**config.mk**
```make
export PLATFORM = sky130hd
export DESIGN_NAME = pea_dma_xbar_sched
export DESIGN_NICKNAME = d
export VERILOG_FILES = /design/src/rtl/stream_intf_pkg.sv /design/src/rtl/pea_dma_sched_ch.sv /design/src/rtl/pea_dma_xbar_sched.sv
export SDC_FILE = /design/constraint.sdc
export NUM_CORES = 1
export LEC_CHECK = 0
export CAP_MARGIN = 20
export CORE_MARGIN = 1.5
export CORE_UTILIZATION = 60
export CTS_CLUSTER_SIZE = 25
export DETAILED_ROUTE_END_ITERATION = 8
export DONT_BUFFER_PORTS = 1
export GPL_TIMING_DRIVEN = 1
export PLACE_DENSITY = 0.87
export SETUP_SLACK_MARGIN = 0.3
export SYNTH_ARGS = -nofsm -noshare
export SYNTH_HDL_FRONTEND = slang
export SYNTH_HIERARCHICAL = 1
export SYNTH_SLANG_ARGS = --single-unit
```
**constraint.sdc**
```tcl
create_clock -name clk_i -period 5.3 [get_ports clk_i]
set_clock_uncertainty 0.1 [all_clocks]
set_input_delay 0.53 -clock clk_i [delete_from_list [all_inputs] [get_ports clk_i]]
set_output_delay 0.53 -clock clk_i [all_outputs]
set_load 0.005 [all_outputs]
```
**src/rtl/stream_intf_pkg.sv**
```systemverilog
// Shared types and constants for the output-stream scheduler slice.
// Optional feature macro used by this slice: PEA_DMA_SCHED_TIMEOUT_EN.
package stream_intf_pkg;

    localparam int unsigned N_PEA_DOUT_PER_OUT_STREAM = 4;
    localparam int unsigned N_DMA_CH_PER_OUT_STREAM   = 2;

    localparam int unsigned SCHED_SEQ_LEN     = 4;
    localparam int unsigned SCHED_XFER_W      = 16;
    localparam int unsigned SCHED_TIMEOUT_CYC = 1024;

    typedef enum logic {
        IDLE = 1'b0,
        RUN  = 1'b1
    } sched_state_e;

endpackage

```
**src/rtl/pea_dma_sched_ch.sv**
```systemverilog
// One DMA channel of the scheduler: FSM, sequence pointer, transfer counter.
// Optional stall timeout when PEA_DMA_SCHED_TIMEOUT_EN is defined.
module pea_dma_sched_ch
    import stream_intf_pkg::*;
#(
    parameter  int unsigned N_PEA   = N_PEA_DOUT_PER_OUT_STREAM,
    parameter  int unsigned SEQ_LEN = SCHED_SEQ_LEN,
    parameter  int unsigned XFER_W  = SCHED_XFER_W,
    localparam int unsigned PW      = $clog2(N_PEA),
    localparam int unsigned LW      = $clog2(SEQ_LEN)
) (
    input  logic                       clk_i,
    input  logic                       rst_n_i,
    input  logic                       start_i,
    input  logic [SEQ_LEN-1:0][PW-1:0] seq_i,
    input  logic [LW-1:0]              seq_last_i,
    input  logic [XFER_W-1:0]          n_xfer_i,
    input  logic                       xfer_i,
    output logic [PW-1:0]              sel_o,
    output logic                       run_o,
    output logic                       done_o,
    output logic                       err_o
);

    sched_state_e               state_q, state_d;
    logic [SEQ_LEN-1:0][PW-1:0] seq_q;
    logic [LW-1:0]              last_q, ptr_q, ptr_nxt;
    logic [XFER_W-1:0]          n_q, cnt_q;
    logic                       load, done_d, step, last_xfer;

    assign run_o     = (state_q == RUN);
    assign step      = run_o && xfer_i;
    assign last_xfer = step && (cnt_q == n_q - 1'b1);
    assign ptr_nxt   = (ptr_q == last_q) ? '0 : ptr_q + 1'b1;

    // State register.
    always_ff @(posedge clk_i or negedge rst_n_i) begin
        if (!rst_n_i) state_q <= IDLE;
        else          state_q <= state_d;
    end

    // Next state, config load strobe and done request.
    always_comb begin
        state_d = state_q;
        load    = 1'b0;
        done_d  = 1'b0;
        case (state_q)
            IDLE: begin
                if (start_i) begin
                    if (n_xfer_i != '0) begin
                        state_d = RUN;
                        load    = 1'b1;
                    end else begin
                        done_d  = 1'b1;
                    end
                end
            end
            RUN: begin
                if (last_xfer) begin
                    state_d = IDLE;
                    done_d  = 1'b1;
                end
            end
            default: state_d = IDLE;
        endcase
    end

    // Config latch, pointer/counter advance, registered selector and done.
    always_ff @(posedge clk_i or negedge rst_n_i) begin
        if (!rst_n_i) begin
            seq_q  <= '0;
            last_q <= '0;
            n_q    <= '0;
            ptr_q  <= '0;
            cnt_q  <= '0;
            sel_o  <= '0;
            done_o <= 1'b0;
        end else begin
            done_o <= done_d;
            if (load) begin
                seq_q  <= seq_i;
                last_q <= seq_last_i;
                n_q    <= n_xfer_i;
                ptr_q  <= '0;
                cnt_q  <= '0;
                sel_o  <= seq_i[0];
            end else if (step) begin
                ptr_q <= ptr_nxt;
                cnt_q <= cnt_q + 1'b1;
                // The final word leaves the selector on the entry it used.
                if (!last_xfer) sel_o <= seq_q[ptr_nxt];
            end
        end
    end

`ifdef PEA_DMA_SCHED_TIMEOUT_EN
    logic [15:0] stall_q;

    // Stall counter over RUN cycles without a transfer; sticky error flag.
    always_ff @(posedge clk_i or negedge rst_n_i) begin
        if (!rst_n_i) begin
            stall_q <= '0;
            err_o   <= 1'b0;
        end else if (load) begin
            stall_q <= '0;
            err_o   <= 1'b0;
        end else if (run_o) begin
            if (xfer_i) begin
                stall_q <= '0;
            end else begin
                if (stall_q != '1) stall_q <= stall_q + 1'b1;
                if (stall_q == 16'(SCHED_TIMEOUT_CYC - 1)) err_o <= 1'b1;
            end
        end
    end
`else
    assign err_o = 1'b0;
`endif

endmodule

```
**src/rtl/pea_dma_xbar_sched.sv**
```systemverilog
// PEA->DMA output crossbar scheduler for one output stream.
// Per-channel sequencing lives in pea_dma_sched_ch; fixed-priority conflict
// resolution and PEA acknowledge live here.
// Optional stall timeout when PEA_DMA_SCHED_TIMEOUT_EN is defined.
module pea_dma_xbar_sched
    import stream_intf_pkg::*;
#(
    parameter  int unsigned N_PEA   = N_PEA_DOUT_PER_OUT_STREAM,
    parameter  int unsigned N_CH    = N_DMA_CH_PER_OUT_STREAM,
    parameter  int unsigned SEQ_LEN = SCHED_SEQ_LEN,
    parameter  int unsigned XFER_W  = SCHED_XFER_W,
    localparam int unsigned PW      = $clog2(N_PEA),
    localparam int unsigned LW      = $clog2(SEQ_LEN)
) (
    input  logic                                 clk_i,
    input  logic                                 rst_n_i,
    input  logic [N_CH-1:0]                      start_i,
    input  logic [N_CH-1:0][SEQ_LEN-1:0][PW-1:0] seq_i,
    input  logic [N_CH-1:0][LW-1:0]              seq_last_i,
    input  logic [N_CH-1:0][XFER_W-1:0]          n_xfer_i,
    input  logic [N_PEA-1:0]                     valid_pea_i,
    input  logic [N_CH-1:0]                      dma_ch_ready_i,
    output logic [N_CH-1:0][PW-1:0]              sel_o,
    output logic [N_CH-1:0]                      ch_en_o,
    output logic [N_PEA-1:0]                     pea_ack_o,
    output logic [N_CH-1:0]                      done_o,
    output logic [N_CH-1:0]                      err_o
);

    logic [N_CH-1:0] run, cand, xfer;

    for (genvar c = 0; c < N_CH; c++) begin : g_ch
        pea_dma_sched_ch #(
            .N_PEA   (N_PEA),
            .SEQ_LEN (SEQ_LEN),
            .XFER_W  (XFER_W)
        ) u_ch (
            .clk_i      (clk_i),
            .rst_n_i    (rst_n_i),
            .start_i    (start_i[c]),
            .seq_i      (seq_i[c]),
            .seq_last_i (seq_last_i[c]),
            .n_xfer_i   (n_xfer_i[c]),
            .xfer_i     (xfer[c]),
            .sel_o      (sel_o[c]),
            .run_o      (run[c]),
            .done_o     (done_o[c]),
            .err_o      (err_o[c])
        );
    end

    assign ch_en_o = run;

    // Candidates, then lowest-index-wins among channels sharing a selector.
    always_comb begin
        cand = '0;
        xfer = '0;
        for (int unsigned c = 0; c < N_CH; c++) begin
            cand[c] = run[c] & valid_pea_i[sel_o[c]] & dma_ch_ready_i[c];
        end
        for (int unsigned c = 0; c < N_CH; c++) begin
            xfer[c] = cand[c];
            for (int unsigned d = 0; d < c; d++) begin
                if (cand[d] && (sel_o[d] == sel_o[c])) xfer[c] = 1'b0;
            end
        end
    end

    // Acknowledge each PEA output consumed by a winning channel.
    always_comb begin
        pea_ack_o = '0;
        for (int unsigned c = 0; c < N_CH; c++) begin
            if (xfer[c]) pea_ack_o[sel_o[c]] = 1'b1;
        end
    end

endmodule

```
==> key figures <==
Clock tree
  • Worst-Skew Late Latency: 0.37 ns
  • TritonCTS clock tree: built
  • Clock transition at path regs: 0.11 ns
  • Setup Fix Bufs, Post-CTS: 0
  • Htree depth: 3
  • Post-CTS sizing: 0
  • Clk sinks: 96
  • Num CTS Buffers: 9
  • Clk root buf: clkbuf_8
  • Clk buf depth: 2

Die
  • Placeable Area: ~0.0091 mm^2
  • Die Width: ~99 um
  • # rows: 35
  • Initial core utilization: 61.3%
  • I/O pin cnt: 76
  • Die height: 99.4 um
  • Die ar.: 0.00989 mm^2

Pwr
  • Sw frac: between 30% and 40%
  • Pwr/cell area: 444 mW/mm^2
  • Total Power: 2.60 mW
  • Combinational Power Share: 33.9%
  • VDD IR-drop max: 0.276 mV
  • Net Sw Power: 987 uW
  • Clk pwr share: between 15 and 20%
  • Int Power: 1.61 mW
  • Leakage power: 2.40 nW
  • Reg power frac: 46.5%

Layout
  • Area growth from synthesis to layout: 5.02%
  • Layout cells sized above 1: 14.0%
  • Nets: 618
  • ANT cells: 0
  • Filler Cells Inserted: 724
  • Layout Utilization: 64.3%

Routing
  • Routed wire length: 11,900 um
  • Via density: ~6.3
  • Drt initial violations: about 190
  • Residual DRC: 0
  • Antenna-violating nets left: 0
  • Vias: 4,208
  • Pre-antenna DRT Iters: 4
  • WL/cell: 17.8 um

Worst hold path
  • Worst Hold Path Cells: 2
  • Worst min path class: primary input to register

Worst setup path
  • Crit-path cells: mux2i_1, o22ai_1, a2111oi_2, and2_1, nand3_1, a211oi_1, nand3_1, nor2_1, nand4bb_1, a21o_1
  • Worst path depth: 10
  • Worst path max stage delay: just over 0.6 ns
  • Worst Path Max Fanout: 10
  • Reg2Reg Setup Slack: around 2.1 ns
  • Cells on worst reg2reg path: 10
  • CP dominant cell by count: nand3_1
  • CP Launch Type: register
  • Worst path top cell family by delay: compound AO/OA/AOI/OAI gates
  • Setup CP Type: register to register
  • WP buf/inv: 0
  • Crit path arrival time: between 3 and 4 ns
  • Worst path slowest cell: dfrtp_1
  • Crit path capture type: register
  • Worst EP required: 5.47 ns

Logic synthesis
  • Post-synth ARST share: 100%
  • Register area share after synthesis: 43.0%
  • Yosys warning count: 6
  • Netlist cell types: 58
  • Main synth FF type: dfrtp_1
  • Mapped Nets: between 600 and 700
  • Mean Syn Cell Area: between 9 and 10 um^2
  • Yosys reg bits: 96
  • Cell area after synthesis: 0.00558 mm^2
  • Number of synthesized flops with an enable pin: 0
  • Post-Synthesis Cells: 563

Global routing
  • First-pass GRT wire length: 19,700 um
  • Largest net degree at the start of global routing: 97
  • GR Util All Layers: 25.0%
  • Vias in the first global route: 4,292
  • Initial antenna violation count: 0
  • Overflow after GRT: 0

Status
  • Outcome: finished clean

Timing
  • Setup tns final: 0 ns
  • Crit path time final: 3.16 ns
  • Hold Fails Final Rpt: 0
  • Pins Over Slew Limit: 0
  • Hold_ws: 0.168 ns
  • Max Freq: 0.317 GHz
  • Rel. slew slack: 33.0%
  • Part of the cycle the worst path needs: 59.5%
  • Final setup vio count: 0
  • Crit path setup slack, layout: 2.14 ns
  • Slew @ Worst Pin: 1.00 ns
  • RSZ-0062 raised after global routing: no

Placement
  • Setup WS pre-CTS: about 2.2 ns
  • DP Wirelength: ~8600 um
  • Buffers on Ports: 0
  • Routability cong.: 0.832

Job
  • Max capacitance violation total: 0
-- power groups by stage --
stage	clock, mW	combinational (mW)	sequential (mW)
3_3_place_gp	0	0.814	1.19
5_1_grt	0.543	0.979	1.25
2_1_floorplan	0	0.783	1.11
6_report	0.509	0.882	1.21
4_1_cts	0.513	0.883	1.20
3_5_place_dp	0	0.856	1.22
-- area by class of cell --
type                    count  area (um^2)  area share, %
inverters                  12         45.0          0.769
clock inverters             7         88.8           1.52
clock buffers               9          124           2.11
repair buffers              3         45.0          0.769
multi-input cells         430         3020           51.5
flip-flops and latches     96         2400           41.0
well taps                 111          139           2.37
-- layer usage --
metal / vias up / GRT usage [%] / routed length (um)
li1: 1977 / - / -
met1: 2101 / 31.0 / 5080
met2: 101 / 43.7 / 6060
met3: 29 / 3.65 / 438
met4: 0 / 11.2 / 301
met5: - / 0 / 0
-- stage by stage --
| stage | std cells | area (um^2) |
|---|---|---|
| final | 668 | 5860 |
| after global routing | 668 | 5860 |
| after CTS | 668 | 5860 |
| after detailed placement | 650 | 5610 |
| after global placement | 650 | 5610 |
| after floorplan | 563 | 5580 |
-- path summary, 6_finish.rpt --
kind                                     endpoint             startpoint
max                            g_ch[1].u_ch/run_o  g_ch[0].u_ch/sel_o[1]
min                        g_ch[0].u_ch/last_q[1]          seq_last_i[1]
max reg2reg                    g_ch[1].u_ch/run_o  g_ch[0].u_ch/sel_o[1]
min reg2reg                 g_ch[0].u_ch/seq_q[6]  g_ch[0].u_ch/seq_q[6]
max in group asynchronous  g_ch[1].u_ch/cnt_q[14]                rst_n_i
min in group asynchronous    g_ch[0].u_ch/n_q[15]                rst_n_i
-- sequential cells by signal (all words and copies together), names as in the netlist --
| register | flops |
|---|---|
| g_ch.u_ch/n_q | 32 |
| g_ch.u_ch/sel_o | 4 |
| g_ch.u_ch/ptr_q | 4 |
| g_ch.u_ch/last_q | 4 |
| g_ch.u_ch/done_o | 2 |
| g_ch.u_ch/cnt_q | 32 |
| g_ch.u_ch/seq_q | 16 |
| g_ch.u_ch/run_o | 2 |
-- cells in the final DEF, fill, tap and decap left out, types with 10 or more instances in the layout --
master   count
nor4_1      12
inv_1       12
nand2_1     42
mux2_2      44
xor2_1      38
nand3_1     20
nor3_1      10
o21ai_0     24
nor2_1      64
mux2i_1     16
xnor2_1     30
dfrtp_1     96
-- worst reg2reg max path: cells and delay by family (launching register included) --
kind,cells,cell delay (ns)
AO/OA/AOI/OAI,4,1.06
flip-flops,1,0.61
multiplexers,1,0.29
AND/OR/NAND/NOR,5,1.00
-- logic make-up (layout without fill, tap and decap cells) --
family	Yosys count	count (layout)	synth area share (%)
AND/OR/NAND/NOR	215	215	20.2
flip-flops	96	96	43.0
AO/OA/AOI/OAI	81	81	10.2
XOR/XNOR	68	68	10.7
multiplexers	60	60	11.7
buffers and inverters	37	31	3.07
adder cells (fa/ha/maj)	4	4	0.897
other	2	2	0.135
-- Yosys cell counts (all sizes together), types with 6 or more instances --
cell	n	area (um^2)
nand2b	7	43.8
inv	12	45.0
nor2	64	240
buf	11	73.8
mux2i	16	160
o21ai	26	130
mux2	44	495
or3	11	80.1
xnor2	30	263
a21oi	6	30.0
xor2	38	333
nor3	10	50.1
or4	8	75.1
nand3b	7	52.6
a21o	8	60.1
clkbuf	14	52.6
dfrtp	96	2400
nor4	14	100
nand2	42	158
nand3	20	100
nand4	6	37.5
-- repair_timing --
action	CTS	global route
hold buffers	2	0
endpoints found under the setup margin	0	0
hold endpoints to repair	96	0
Note: power is estimated with default switching activity, not from simulation.
